File: src/rtl/psc_sweep_ctrl.sv
// Prescaler sweep controller: steps a divider prescale value from a start value toward a stop value,
// holding each value for a programmable number of divider output periods.
module psc_sweep_ctrl #(
    parameter int DATA_WIDTH  = 8,
    parameter int DWELL_WIDTH = 16
) (
    input  logic                   clk,
    input  logic                   rst,
    input  logic                   start,
    input  logic                   abort,
    input  logic [DATA_WIDTH-1:0]  cfg_start,
    input  logic [DATA_WIDTH-1:0]  cfg_stop,
    input  logic [DATA_WIDTH-1:0]  cfg_step,
    input  logic [DWELL_WIDTH-1:0] cfg_dwell,
    input  logic                   cfg_loop,
    input  logic                   div_out,
    output logic [DATA_WIDTH-1:0]  psc,
    output logic                   psc_rst,
    output logic                   busy,
    output logic                   step_strobe,
    output logic                   done,
    output logic                   err
);

    typedef enum logic [1:0] {IDLE, DWELL, ADVANCE, DONE} state_t;

    state_t                 state;
    logic [DATA_WIDTH-1:0]  start_sh;
    logic [DATA_WIDTH-1:0]  stop_sh;
    logic [DATA_WIDTH-1:0]  step_sh;
    logic [DWELL_WIDTH-1:0] dwell_sh;
    logic                   loop_sh;
    logic [DWELL_WIDTH-1:0] dwell_cnt;
    logic                   div_prev;

    logic                   up;
    logic                   div_rise;
    logic [DWELL_WIDTH-1:0] cnt_inc;
    logic [DATA_WIDTH:0]    sum;
    logic [DATA_WIDTH:0]    diff;
    logic [DATA_WIDTH-1:0]  next_psc;

    assign up       = (start_sh <= stop_sh);
    assign div_rise = div_out & ~div_prev & ~psc_rst;
    assign cnt_inc  = dwell_cnt + DWELL_WIDTH'(1);
    assign sum      = {1'b0, psc} + {1'b0, step_sh};
    assign diff     = {1'b0, psc} - {1'b0, step_sh};

    // The extra bit catches carry/borrow so an overshoot clamps to stop instead of wrapping.
    always_comb begin
        next_psc = stop_sh;
        if (up) begin
            if (sum <= {1'b0, stop_sh})
                next_psc = sum[DATA_WIDTH-1:0];
        end else begin
            if (!diff[DATA_WIDTH] && (diff[DATA_WIDTH-1:0] >= stop_sh))
                next_psc = diff[DATA_WIDTH-1:0];
        end
    end

    always_ff @(posedge clk or posedge rst) begin
        if (rst) begin
            state       <= IDLE;
            psc         <= '0;
            psc_rst     <= 1'b0;
            busy        <= 1'b0;
            step_strobe <= 1'b0;
            done        <= 1'b0;
            err         <= 1'b0;
            start_sh    <= '0;
            stop_sh     <= '0;
            step_sh     <= '0;
            dwell_sh    <= '0;
            loop_sh     <= 1'b0;
            dwell_cnt   <= '0;
            div_prev    <= 1'b0;
        end else begin
            psc_rst     <= 1'b0;
            step_strobe <= 1'b0;
            done        <= 1'b0;
            err         <= 1'b0;
            // While the divider is being reset its output is meaningless, so history restarts low.
            div_prev    <= psc_rst ? 1'b0 : div_out;

            if (abort && (state != IDLE)) begin
                state <= IDLE;
                busy  <= 1'b0;
            end else begin
                case (state)
                    IDLE: begin
                        if (start) begin
                            if ((cfg_step != '0) && (cfg_dwell != '0)) begin
                                start_sh  <= cfg_start;
                                stop_sh   <= cfg_stop;
                                step_sh   <= cfg_step;
                                dwell_sh  <= cfg_dwell;
                                loop_sh   <= cfg_loop;
                                psc       <= cfg_start;
                                psc_rst   <= 1'b1;
                                busy      <= 1'b1;
                                dwell_cnt <= '0;
                                state     <= DWELL;
                            end else begin
                                err <= 1'b1;
                            end
                        end
                    end
                    DWELL: begin
                        if (div_rise) begin
                            dwell_cnt <= cnt_inc;
                            if (cnt_inc == dwell_sh)
                                state <= ADVANCE;
                        end
                    end
                    ADVANCE: begin
                        if ((psc == stop_sh) && !loop_sh) begin
                            state <= DONE;
                        end else begin
                            psc         <= (psc == stop_sh) ? start_sh : next_psc;
                            psc_rst     <= 1'b1;
                            step_strobe <= 1'b1;
                            dwell_cnt   <= '0;
                            state       <= DWELL;
                        end
                    end
                    DONE: begin
                        done  <= 1'b1;
                        busy  <= 1'b0;
                        state <= IDLE;
                    end
                    default: begin
                        state <= IDLE;
                        busy  <= 1'b0;
                    end
                endcase
            end
        end
    end

endmodule

File: config.mk
export PLATFORM = sky130hd
export DESIGN_NAME = psc_sweep_ctrl
export DESIGN_NICKNAME = d
export VERILOG_FILES = /design/src/rtl/psc_sweep_ctrl.sv
export SDC_FILE = /design/constraint.sdc
export NUM_CORES = 1
export LEC_CHECK = 0
export CORE_ASPECT_RATIO = 0.5
export CORE_MARGIN = 1.5
export CORE_UTILIZATION = 45
export CTS_CLUSTER_SIZE = 10
export DETAILED_ROUTE_END_ITERATION = 8
export GPL_ROUTABILITY_DRIVEN = 0
export PLACE_DENSITY = 0.66
export SLEW_MARGIN = 20
export SYNTH_ARGS = -nofsm -noshare
export SYNTH_HDL_FRONTEND = slang
export SYNTH_SLANG_ARGS = --single-unit
File: constraint.sdc
create_clock -name clk -period 3.7 [get_ports clk]
set_input_delay 0.37 -clock clk [delete_from_list [all_inputs] [get_ports clk]]
set_output_delay 0.37 -clock clk [all_outputs]
set_load 0.05 [all_outputs]
# After elaboration in Yosys (flattened, before gate mapping)
# Cells that the tools add are included.
# op_classes
eq_ne	13
order_cmp	3
add_sub_neg	3
n_mux	38
n_reduce_logical	18
bitwise	5
# op_table
cell	n
$mux W16	4
$mux W8	7
$pmux W16 S3	1
$add A16 B1 Y16 const B	1
$eq A16 B16 Y1	1
$mux W1	16
$pmux W8 S2	1
$reduce_bool A16 Y1	1
$mux W2	6
$ne A3 B3 Y1 const B	4
$add A8 B8 Y9	1
$le A9 B8 Y1	1
$sub A8 B8 Y9	1
$eq A8 B8 Y1	1
$ge A8 B8 Y1	1
$le A8 B8 Y1	1
$ne A2 B2 Y1 const B	4
$pmux W2 S4	1
$reduce_and A4 Y1	2
$reduce_bool A8 Y1	1
$reduce_and A6 Y1	1
$reduce_bool A3 Y1	2
$reduce_and A5 Y1	1
$eq A2 B2 Y1 const B	2
other kinds (9)	18
# totals
wordCells	94
reg_bits	73
output_inout_bits	13
inputBits	46

# Depth between registers and ports, before layout
# logic_depth
word_depth	8
ltp_mapped	17

# Least setup slack after synthesis
# Ideal clock, no wire load.
# synth_timing
path_kind	flip-flop to flip-flop
from	register psc[0]
to	register psc[1]
arrival_time_ns	3.614
t_required_ns	3.563
period_less_slack_ns	3.751
slack_ns	-0.051
setup_ns	0.137
stages_incl_launch_ff	17
path_cell_list	dfrtp_1 ha_1 inv_1 fa_1 o21ba_2 o221ai_1 nor2_1 xor2_1 ha_1 or4_1 a21oi_1 o21ai_0 o22a_1 or2_1 buf_2 o22ai_1 a221oi_1
# synth_between
elab_chain_len	8
# synth_lines
element	line_no	text
start: declaration	17	output logic [DATA_WIDTH-1:0] psc,
start signal: assignment	98	psc <= cfg_start;
start signal: assignment	119	psc <= (psc == stop_sh) ? start_sh : next_psc;
$sub A8 B8 Y9	47	assign diff = {1'b0, psc} - {1'b0, step_sh};
$ge A8 B8 Y1 / $logic_not A1 Y1 (equally long branches)	56	if (!diff[DATA_WIDTH] && (diff[DATA_WIDTH-1:0] >= stop_sh))
$logic_and A1 B1 Y1	56	
$mux W8	56	
$mux W8	52	if (up) begin
$mux W8	119	
$mux W8	116	if ((psc == stop_sh) && !loop_sh) begin
$pmux W8 S2	89	case (state)
# Several ways; a longest one is shown, not always the timed one. The select of a mux whose other input is x is not followed.
# A chain may end at the register's enable or synchronous reset.

# Worst setup path after layout
# layout_timing
from	register psc[3]
to	register psc[2]
# Same word-level chain as after synthesis.

==> results_dict.tcl <==
set metrics [dict create \
    post-route-util_pct 56.8 \
    die_h_um 78.4 \
    synthSimpleGateAreaFrac_pct 16.6 \
    tightest_slew_ns 0.965 \
    cp_cell_sequence "ha_1 > or3_1 > o221ai_2 > nor2_1 > xor2_1 > ha_2 > or4_1 > a21oi_1 > o21ai_0 > o22a_1 > nor2_1 > nor2_1 > a221oi_2" \
    wl_per_cell_um 17.1 \
    fp-row-count 27 \
    dieArea_sq_mm 0.0121 \
    path_buf_inv 0 \
    synthAdderAreaFrac_pct 10.8 \
    port_buffers 58 \
    final-max-slew-violation-count 0 \
    clkPwrFrac_pct 20.1 \
    max_freq_ghz 0.287 \
    cts_sinks 73 \
    vias_per_cell 5.65 \
    power_w 0.00465 \
    initial_utilization_pct 46.4 \
    syn_avg_cell_area_sq_um 9.41 \
    fin_crit_sh_pct 94.1 \
    cts_tree "yes" \
    ys_warn_count 0 \
    grt_pass1_wl_mm 21.2 \
    drc 0 \
    synthCells 544 \
    worstPathRequired_ns 3.93 \
    critPathLaunchType "flop" \
    clockBufferDepth 2 \
    crit_type "reg -> reg" \
    synth-main-ff-cell "dfrtp_1" \
    swShare_pct 43.3 \
    seqCellArea_sq_mm 0.00183 \
    maxCapViolCount 0 \
    antenna_left 0 \
    hold_viol 0 \
    pin_count 59 \
    drive_gt1_share_pct 16.5 \
    diodes 0 \
    synth_mux_area_share_pct 10.6 \
    pwr-share-seq_pct 23.7 \
    placed_cell_area_sq_mm 0.00590 \
    p_int_w 0.00264 \
    ys_seq_area_share_pct 35.7 \
    core_sq_mm 0.0110 \
    dr.pass1.iters 5 \
    synth_cell_types 61 \
    p_per_area_mw_per_mm2 741 \
    post-route-cell-area_sq_mm 0.00628 \
    crit_path_end_kind "flop" \
    initialDrtViolationCount 284 \
    synth_compound_area_share_pct 14.7 \
    h-tree-depth 3 \
    maxSlewHeadroom_pct 35.7 \
    p_leak_nw 2.65 \
    path_common_cell "nor2_1" \
    grt_overflow 0 \
    grt_max_degree 74 \
    dpl.hpwl_mm 9.60 \
    grt_pass1_vias 4207 \
    critPathArrivalTime_ns 3.71 \
    combPwrFrac_pct 56.2 \
    final.fill_count 969 \
    synth_area_sq_mm 0.00512 \
    cp_max_fo 9 \
    crit_family "simple AND/OR/NAND/NOR gates" \
    synth_xor_area_share_pct 7.53 \
    dieWidth_um 154 \
    grt_util_all_layers_pct 22.5 \
    p_switching_w 0.00201 \
    numCtsBuffers 9 \
    synth_nets 633 \
    clk_latency_ns 0.35 \
    cp_slowest_stage_delay_ns 0.49 \
    drt_wl_total_mm 13.0 \
    min_period_ns 3.48 \
    ir_drop_mv 0.340 \
    area_growth_pct 22.6 \
    synth-async-reset-ratio_pct 100 \
    slowest_stage "or4_1" \
    num_vias 4282 \
    multi_input_area_sq_mm 0.00315 \
    fin_skew_ns 0.0113 \
    ys_ff_latch 73 \
    hold_buffers 0 \
    nNetsFinal 697 \
    min_path_type "reg -> reg" \
    status "finished, final reports clean" \
    grt_antenna_before_repair 0 \
    cts.reportedPaths.clkPinSlew_ns 0.06 \
    finalSetupViolCount 0 \
    synth_top_family_by_area "simple AND/OR/NAND/NOR gates" \
    root_buffer "clkbuf_16" \
    synth_edf_count 0 \
]
-- layer usage --
| metal | share of wire, % | global-route usage (%) |
|---|---|---|
| met2 | 47 | 37.3 |
| met5 | 0 | 0 |
| met4 | 1.8 | 6.70 |
| met1 | 47 | 30.0 |
| met3 | 3.5 | 4.31 |
-- layout by cell type, fill, tap and decap left out, drive strengths merged, types with 4 or more instances in the layout --
| cell type | instances |
|---|---|
| and3 | 4 |
| nand4 | 9 |
| ha | 41 |
| mux2i | 8 |
| a21oi | 29 |
| o221ai | 4 |
| nand3 | 14 |
| nand2b | 9 |
| mux2 | 41 |
| clkdlybuf4s50 | 58 |
| o22ai | 4 |
| nor2b | 4 |
| nor2 | 55 |
| o21ai | 42 |
| dfrtp | 73 |
| clkbuf | 10 |
| nor4 | 8 |
| buf | 15 |
| xor2 | 16 |
| nand2 | 31 |
| inv | 32 |
| a221oi | 6 |
| a31oi | 4 |
| or3 | 4 |
| a211oi | 7 |
| xnor2 | 28 |
| nor3 | 9 |
-- worst reg2reg max path, stage by stage, from the launching register on --
cell and delay [ns]:
dfrtp_1 0.40, ha_1 0.43, or3_1 0.40, o221ai_2 0.16
nor2_1 0.07, xor2_1 0.17, ha_2 0.19, or4_1 0.49
a21oi_1 0.12, o21ai_0 0.09, o22a_1 0.23, nor2_1 0.15
nor2_1 0.15, a221oi_2 0.33
-- cell type report --
class                      instances  share of cell area (%)
clock buffer                      10                    3.81
clock inverter                     6                    1.18
inverter                          30                    1.79
multi-input combinational        421                    50.1
sequential                        73                    29.2
tap                              145                    2.89
timing repair buffer              73                    11.0
-- worst paths after layout --
path	from	to	slack [ns]	cells past startpoint
hold reg to reg	psc_rst	div_prev	0.46	1
min in group asynchronous	rst	dwell_sh[9]	0.65	3
setup reg to reg	psc[3]	psc[2]	0.22	13
setup / recovery	psc[3]	psc[2]	0.22	13
max in group asynchronous	rst	psc[1]	2.38	3
hold / removal	psc_rst	div_prev	0.46	1
-- Yosys cell counts (6+ instances only) --
cell	instances	area share (%)
a221oi_1	6	1.0
a21oi_1	28	2.7
nand2_1	31	2.3
xnor2_1	28	4.8
buf_2	11	1.1
a211oi_1	7	1.0
o21ai_0	34	3.3
ha_1	41	10
xor2_1	16	2.7
nor2_1	55	4.0
o21ai_1	8	0.78
clkbuf_1	7	0.51
nor3_1	9	0.88
inv_1	30	2.2
dfrtp_1	73	36
nor4_1	7	0.86
mux2_2	41	9.0
nand2b_1	9	1.1
mux2i_1	8	1.6
nand3_1	11	1.1
nand4_1	9	1.1
-- sequential cells by signal, indices dropped and copies added (netlist names) --
register / flops
busy: 1
step_sh: 8
psc_rst: 1
dwell_sh: 16
div_prev: 1
start_sh: 8
dwell_cnt: 16
psc: 8
state: 2
done: 1
step_strobe: 1
loop_sh: 1
err: 1
stop_sh: 8
-- cell families (layout without fill, tap and decap cells) --
group,Yosys count,in the layout
compound gates,121,121
xor+xnor,44,44
simple gates,164,164
flops,73,73
buf+inv,50,119
mux,49,49
fa+ha+maj,43,43
-- power groups by stage --
stage / sequential, W / clock [W] / combinational (W)
after detailed placement: 0.00112 / 0 / 0.00243
after floorplan: 0.00123 / 0 / 0.00160
after global routing: 0.00112 / 0.000986 / 0.00288
after global placement: 0.00111 / 0 / 0.00241
after CTS: 0.00110 / 0.000947 / 0.00246
final: 0.00110 / 0.000933 / 0.00261
-- timing repair --
item / in CTS / in global routing
endpoints found under the setup margin: 0 / 8
setup buffers: 0 / 2
gates resized for setup: 0 / 14
-- stage by stage --
step	setup TNS, ns	setup WS [ns]	instances	hold WS [ns]
floorplan	0	0.0260	544	0.473
global placement	0	0.0913	740	0.456
detailed placement	0	0.0442	740	0.467
CTS	0	0.0222	756	0.466
global route	-0.00560	-0.00455	758	0.476
finish	0	0.219	758	0.457
(Power assumes the default switching activity.)
